File: src/rtl/dmem_arbiter.sv
// Round-robin arbiter giving a CPU port (A) and a DMA/debug port (B) shared access to a data memory.
// Define DMEM_ALIGN_CHECK_EN to also reject misaligned and out-of-range accesses.
module dmem_arbiter #(
    parameter int unsigned ADDR_BYTES = 1024
) (
    input  logic        clk,
    input  logic        rst,
    input  logic        a_req,
    input  logic        a_we,
    input  logic [1:0]  a_size,
    input  logic        a_unsigned,
    input  logic [31:0] a_addr,
    input  logic [31:0] a_wdata,
    output logic        a_ack,
    output logic [31:0] a_rdata,
    output logic        a_err,
    input  logic        b_req,
    input  logic        b_we,
    input  logic [1:0]  b_size,
    input  logic        b_unsigned,
    input  logic [31:0] b_addr,
    input  logic [31:0] b_wdata,
    output logic        b_ack,
    output logic [31:0] b_rdata,
    output logic        b_err,
    output logic [31:0] mem_address,
    output logic [31:0] mem_data_in,
    output logic        mem_read,
    output logic        mem_write,
    output logic        mem_half_word_mode,
    output logic        mem_byte_mode,
    output logic        mem_unsigned_mode,
    input  logic [31:0] mem_data_out,
    output logic        busy,
    output logic        grant,
    output logic [1:0]  dbg_state
);
    // Handshake: a requester raises req with stable fields and holds them until its ack
    // pulses for one cycle; rdata/err are valid in that ack cycle.
    typedef enum logic [1:0] {IDLE = 2'd0, ISSUE = 2'd1, WAIT = 2'd2, RESP = 2'd3} state_t;

    state_t      state;
    logic        last_b;
    logic        pick_b;
    logic        sel_we;
    logic        sel_uns;
    logic        sel_reject;
    logic [1:0]  sel_size;
    logic [31:0] sel_addr;
    logic [31:0] sel_wdata;
`ifdef DMEM_ALIGN_CHECK_EN
    logic [2:0]  sel_bytes;
`endif

    assign busy      = (state != IDLE);
    assign dbg_state = state;

    always_comb begin
        // On a tie the requester that was not served last wins.
        pick_b    = b_req && (!a_req || !last_b);
        sel_we    = pick_b ? b_we       : a_we;
        sel_uns   = pick_b ? b_unsigned : a_unsigned;
        sel_size  = pick_b ? b_size     : a_size;
        sel_addr  = pick_b ? b_addr     : a_addr;
        sel_wdata = pick_b ? b_wdata    : a_wdata;
        sel_reject = (sel_size == 2'b11);
`ifdef DMEM_ALIGN_CHECK_EN
        sel_bytes = (sel_size == 2'b00) ? 3'd4 : (sel_size == 2'b01) ? 3'd2 : 3'd1;
        if (sel_size == 2'b00 && sel_addr[1:0] != 2'b00) sel_reject = 1'b1;
        if (sel_size == 2'b01 && sel_addr[0]) sel_reject = 1'b1;
        if (({1'b0, sel_addr} + 33'(sel_bytes)) > 33'(ADDR_BYTES)) sel_reject = 1'b1;
`endif
    end

    always_ff @(posedge clk or posedge rst) begin
        if (rst) begin
            state              <= IDLE;
            last_b             <= 1'b1;
            grant              <= 1'b0;
            a_ack              <= 1'b0;
            a_err              <= 1'b0;
            a_rdata            <= 32'd0;
            b_ack              <= 1'b0;
            b_err              <= 1'b0;
            b_rdata            <= 32'd0;
            mem_address        <= 32'd0;
            mem_data_in        <= 32'd0;
            mem_read           <= 1'b0;
            mem_write          <= 1'b0;
            mem_half_word_mode <= 1'b0;
            mem_byte_mode      <= 1'b0;
            mem_unsigned_mode  <= 1'b0;
        end else begin
            case (state)
                IDLE: begin
                    if (a_req || b_req) begin
                        grant  <= pick_b;
                        last_b <= pick_b;
                        if (sel_reject) begin
                            state <= RESP;
                            a_ack <= !pick_b;
                            a_err <= !pick_b;
                            b_ack <= pick_b;
                            b_err <= pick_b;
                        end else begin
                            state              <= ISSUE;
                            mem_address        <= sel_addr;
                            mem_data_in        <= sel_wdata;
                            mem_write          <= sel_we;
                            mem_read           <= !sel_we;
                            mem_half_word_mode <= (sel_size == 2'b01);
                            mem_byte_mode      <= (sel_size == 2'b10);
                            mem_unsigned_mode  <= sel_uns;
                        end
                    end
                end
                ISSUE: begin
                    // Writes commit on this edge; reads need one more cycle for the memory's registered output.
                    if (mem_write) begin
                        state              <= RESP;
                        a_ack              <= !grant;
                        b_ack              <= grant;
                        mem_address        <= 32'd0;
                        mem_data_in        <= 32'd0;
                        mem_write          <= 1'b0;
                        mem_half_word_mode <= 1'b0;
                        mem_byte_mode      <= 1'b0;
                        mem_unsigned_mode  <= 1'b0;
                    end else begin
                        state <= WAIT;
                    end
                end
                WAIT: begin
                    state <= RESP;
                    if (grant) begin
                        b_ack   <= 1'b1;
                        b_rdata <= mem_data_out;
                    end else begin
                        a_ack   <= 1'b1;
                        a_rdata <= mem_data_out;
                    end
                    mem_address        <= 32'd0;
                    mem_data_in        <= 32'd0;
                    mem_read           <= 1'b0;
                    mem_half_word_mode <= 1'b0;
                    mem_byte_mode      <= 1'b0;
                    mem_unsigned_mode  <= 1'b0;
                end
                RESP: begin
                    state <= IDLE;
                    a_ack <= 1'b0;
                    a_err <= 1'b0;
                    b_ack <= 1'b0;
                    b_err <= 1'b0;
                end
                default: state <= IDLE;
            endcase
        end
    end
endmodule
File: config.mk
export PLATFORM = sky130hd
export DESIGN_NAME = dmem_arbiter
export DESIGN_NICKNAME = d
export VERILOG_FILES = /design/src/rtl/dmem_arbiter.sv
export SDC_FILE = /design/constraint.sdc
export NUM_CORES = 1
export LEC_CHECK = 0
export CAP_MARGIN = 20
export CORE_UTILIZATION = 41
export DETAILED_ROUTE_END_ITERATION = 7
export GPL_ROUTABILITY_DRIVEN = 0
export HOLD_SLACK_MARGIN = 0.08
export PLACE_DENSITY = 0.79
export SLEW_MARGIN = 40
export SYNTH_ARGS = -nofsm -noshare
export SYNTH_HDL_FRONTEND = slang
export SYNTH_SLANG_ARGS = --single-unit
File: constraint.sdc
create_clock -name clk -period 5.5 [get_ports clk]
set_input_delay 0.55 -clock clk [delete_from_list [all_inputs] [get_ports clk]]
set_output_delay 0.55 -clock clk [all_outputs]
set_load 0.02 [all_outputs]
# [After elaboration in Yosys (flattened, before gate mapping)]
# Index checks and enable logic that the tools add are counted.
[totals] out_inout_bits=141 latch_bits=0 ramBits=0 inputBits=172 rom_bits=0 register_bits=141 mem_count=0 word_cells=96
[op_classes] n_bitwise=1 addsub=0 mux=44 n_eq_ne=12 n_mul=0 n_shift=0 order_cmp=0 reduce_logical=23 div_mod_pow=0
[ops] cell="32-bit 2-to-1 mux" count=7
[ops] cell="32-bit case mux with 3 select lines" count=2
[ops] cell="1-bit 2-to-1 mux" count=22
[ops] cell="2-bit != test, second input constant" count=6
[ops] cell="4-bit AND reduction" count=3
[ops] cell="1-bit case mux with 3 select lines" count=3
[ops] cell="3-bit AND reduction" count=3
[ops] cell="2-bit == test, second input constant" count=4
[ops] cell="1-bit case mux with 2 select lines" count=4
[ops] cell="1-bit case mux with 4 select lines" count=2
[ops] cell="2-bit case mux with 4 select lines" count=1
[ops] cell="2-bit nonzero test" count=4
[ops] cell="2-bit 2-to-1 mux" count=3
[ops] cell="2-bit AND reduction" count=3
[ops] cell="1-bit zero test" count=5
[ops] cell="2-bit by 1-bit == test with 1-bit output, second input constant" count=2
[ops] cell="3-bit nonzero test" count=1
[ops] cell="2-bit zero test" count=1
[ops] cell="1-bit logical OR" count=2
[ops] cell="1-bit logical AND" count=1
[ops] cell="1-bit inverter" count=1

# [Longest topological paths before layout]
[logic_depth] depth_word=8 ltp_mapped=9 ltp_nobuf=6

# [Worst setup path before layout]
# Ideal clock, no wire load.
[synth_timing] kind="flip-flop to flip-flop" start="reg state[0] (netlist: dbg_state[0])" end="reg mem_data_in[11]" slack_ns=3.366 t_arrival_ns=2.053 path_stages_with_launch=10 setup_time_ns=0.081 n_path_buf=3 required_ns=5.419 path_cell_list="dfrtp_1 inv_1 ha_1 or3b_1 and2_4 and3_1 buf_2 buf_6 buf_6 o22ai_2"
[synth_between] elab_chain_cells=3 word_cells_on_any_way=9
[synth_rtl] element="start, declared" line_no="42" rtl="state_t state;"
[synth_rtl] element="start signal, assigned" line_no="77" rtl="state <= IDLE;"
[synth_rtl] element="start signal, assigned" line_no="100" rtl="state <= RESP;"
[synth_rtl] element="start signal, assigned" line_no="106" rtl="state <= ISSUE;"
[synth_rtl] element="2-bit by 1-bit == test with 1-bit output (tied with other cells)" line_no="94" rtl="case (state)"
[synth_rtl] element="2-bit != test (no source line) or 3-bit nonzero test (tied branches)"
[synth_rtl] element="4-bit AND reduction (no source line)"
[synth_rtl] element="end signal, assigned" line_no="108" rtl="mem_data_in <= sel_wdata;"
[synth_rtl] element="end, declared" line_no="27" rtl="output logic [31:0] mem_data_in,"
# Parallel ways exist; a longest one is shown, timed or not.
# A chain may end at the register's enable or synchronous reset.

# [Final worst setup path]
[layout_timing] start="in b_req" end="reg mem_read"
[layout_between] elab_chain_cells=6 word_cells_on_any_way=12
[layout_rtl] element="start, declared" line_no="17" rtl="input logic b_req,"
[layout_rtl] element="1-bit logical AND" line_no="60" rtl="pick_b = b_req && (!a_req || !last_b);"
[layout_rtl] element="1-bit 2-to-1 mux" line_no="61" rtl="sel_we = pick_b ? b_we : a_we;"
[layout_rtl] element="1-bit zero test" line_no="110" rtl="mem_read <= !sel_we;"
[layout_rtl] element="1-bit 2-to-1 mux" line_no="99" rtl="if (sel_reject) begin"
[layout_rtl] element="1-bit 2-to-1 mux" line_no="96" rtl="if (a_req || b_req) begin"
[layout_rtl] element="1-bit case mux with 2 select lines" line_no="94"
[layout_rtl] element="end signal, assigned" line_no="110"
[layout_rtl] element="end, declared" line_no="28" rtl="output logic mem_read,"
# Parallel ways exist; a longest one is shown, timed or not. The select of a mux whose other input is x is not followed.

==> results.md <==
* Leak at 4.33 nW
* Reg-to-Reg Start: dbg_state[0]
* Setup Viol. Count Final at 0
* Worst Hold Class: register to register
* Die area at 0.0162 sq mm
* Synth area leaders: dfrtp_1 (54%), mux2_2 (12%), mux2i_1 (10%)
* First-pass GRT wire length at 28.9 mm
* CTS tree: yes
* Layout overhead on the synthesized area at 60.2%
* Max Slew Vio Count at 0
* Die X at 127 um
* Setup TNS at 0 ps
* Post-CTS setup buffer count at 0
* Hold_sp: a_rdata[6]
* Most frequent CP cell: buf_4
* Netlist cell types at 44
* Top cells by count, synth: dfrtp_1 (140), nand2_1 (72), mux2_2 (68), mux2i_1 (66), o22ai_1 (36)
* Unrepaired setup endpoints after global routing: false
* Routed WL per cell at 18.0 um
* CP required at 5850 ps
* Cells along the critical path: clkdlybuf4s50_1 -> a21boi_4 -> buf_4 -> buf_4 -> mux2_2 -> nor4_1 -> a221o_1
* Top Family by Delay on Critical Path: buffers and inverters
* Final Power at 6.33 mW
* CP Class: input port to register
* Async SR Flop Fraction at 100%
* Root Buffer: clkbuf_16
* CTS clock-pin slew for the worst setup and hold paths at 60 ps
* Initial Util at 42.2%
* Number of DRC markers in iteration 0 at 244
* Count leader, synth: dfrtp_1
* Worst-Margin Slew at 852 ps
* Seq cells post-synth at 141
* Fill count at 1129
* Critical path's largest stage delay at 740 ps
* Layout cells sized above 1 at 17.5%
* Slew headroom at 43.2%
* Cts bufs inserted at 17
* Fin crit share at 53.1%
* H-tree Lvls at 4
* Grt ovf at 0
* Initial antenna violation count at 1
* Largest net degree at the start of global routing at 101
* Slowest CP cell: buf_4
* Core Rows at 45
* PostCTS Resize Cnt at 0
* CORE AREA at 0.0153 sq mm
* Vias/cell at 5.10
* Vias in the first global route at 5479
* Mapped Avg Cell Area at 12.6 sq um
* Placed insts at 1004
* Fin cells at 1037
* Max Fclk at 342 MHz
* Min Tclk post-route at 2920 ps
* Layout Skew at 10.1 ps
* Startpoint Class: input port
* Post-synth top area share at 54.4%
* Crit path arrival time at 3270 ps
* CTS max path bufs at 2
* Most area-hungry cell type in the Yosys netlist: dfrtp_1
* Syn Std Cell Area at 0.00644 sq mm
* Nets at 989
* Antenna Nets Post-Route at 0
* CP Capture Type: register
* Residual DRC count at 0
* Status: complete, no violations
* Syn Nets at 688
* Max-Cap Viols at 0
* CTS Hold Bufs at 0
* Worst-skew pair later-pin latency at 410 ps
* Syn Inst Count at 511
* Post-synth EDFFs at 0
* Die height at 127 um
* Ports at 313
* Clock sinks at 141
* Final Hold Vio Count at 0
* IO Port Bufs at 312
* Core Util, Final at 67.6%
* Buffer and inverter count on the worst path at 3
* First-pass iteration count of the detailed router at 5
* HPWL Detailed at 13.6 mm
* Pwr Density at 613 mW/mm^2
* GRT Total Usage at 23.3%
* Crit path max fanout at 51
* Synth Flop Type: dfrtp_1
* Seq/Total Area, Yosys at 54.8%
* Routed WL at 18.7 mm
* CP Launch Point: b_req
* Syn. warnings at 0
* Worst IR Drop VDD at 0.342 mV
* DR vias at 5293
==> through the flow <==
stage | worst slack, ps | instance area, sq um | hold slack (ps)
6_report | 2580 | 10300 | 503
3_5_place_dp | 2190 | 9710 | 492
3_3_place_gp | 2270 | 9710 | 486
5_1_grt | 2460 | 10300 | 516
2_1_floorplan | 1170 | 6440 | 511
4_1_cts | 2600 | 10300 | 505
==> power by group <==
part,total [mW],switching [mW],internal [mW]
Sequential,1.86,0.300,1.56
Clock,1.13,0.435,0.698
Combinational,3.33,1.74,1.60
Total,6.33,2.47,3.85
==> layout by cell type (no fill, tap or decap), types with 5 or more instances in the layout <==
master and instances:
inv_1 7, mux2_2 68, o211ai_1 5, clkdlybuf4s50_1 312
nand2_1 72, ha_1 5, mux2i_1 66, dfrtp_1 140
clkbuf_16 17, o21ai_0 5, buf_4 6, o22ai_2 30
o22ai_1 36
==> worst reg2reg max path: stages (launching register included) <==
cell and delay (ps):
dfrtp_1 430, inv_1 160, ha_1 450, or3b_1 480
and2_4 190, nand4_1 120, buf_6 500, o22ai_1 260
==> routing by layer <==
layer,track usage (%),up-vias,wire (um)
met4,9.73,0,504
met5,0,-,0
met3,6.78,26,1220
met2,40.5,222,9470
met1,26.8,2585,7490
li1,-,2460,-
==> cells by family after synthesis <==
family / synth area share [%]
flip-flops: 54.8
buffers and inverters: 3.46
multiplexers: 22.2
AO/OA/AOI/OAI: 12.6
adder cells (fa/ha/maj): 0.972
AND/OR/NAND/NOR: 5.95
==> sequential cells by signal, indices dropped and copies added (netlist names) <==
signal,flops
a_rdata,32
b_rdata,32
mem_address,32
mem_data_in,32
dbg_state,2
a_ack,1
a_err,1
b_ack,1
b_err,1
grant,1
last_b,1
mem_byte_mode,1
mem_half_word_mode,1
mem_read,1
mem_unsigned_mode,1
mem_write,1
==> final timing paths <==
| kind | to | slack (ps) | cells past startpoint |
|---|---|---|---|
| worst min-delay path | a_rdata[6] | 500 | 1 |
| worst min register to register | a_rdata[6] | 500 | 1 |
| worst max-delay path | mem_read | 2580 | 7 |
| min in group asynchronous | b_rdata[8] | 670 | 2 |
| worst max register to register | mem_data_in[0] | 2760 | 7 |
| max in group asynchronous | b_rdata[20] | 3810 | 3 |
==> cell type report <==
class / instances / area (sq um) / area share [%]
diodes: 1 / 2.50 / 0.0243
well taps: 211 / 264 / 2.56
multi-input cells: 324 / 2700 / 26.2
clock inverters: 11 / 130 / 1.26
repair buffers: 320 / 3190 / 30.9
clock buffers: 21 / 460 / 4.46
inverters: 8 / 37.5 / 0.364
flip-flops and latches: 141 / 3530 / 34.2
Note: power is estimated with default switching activity, not from simulation.
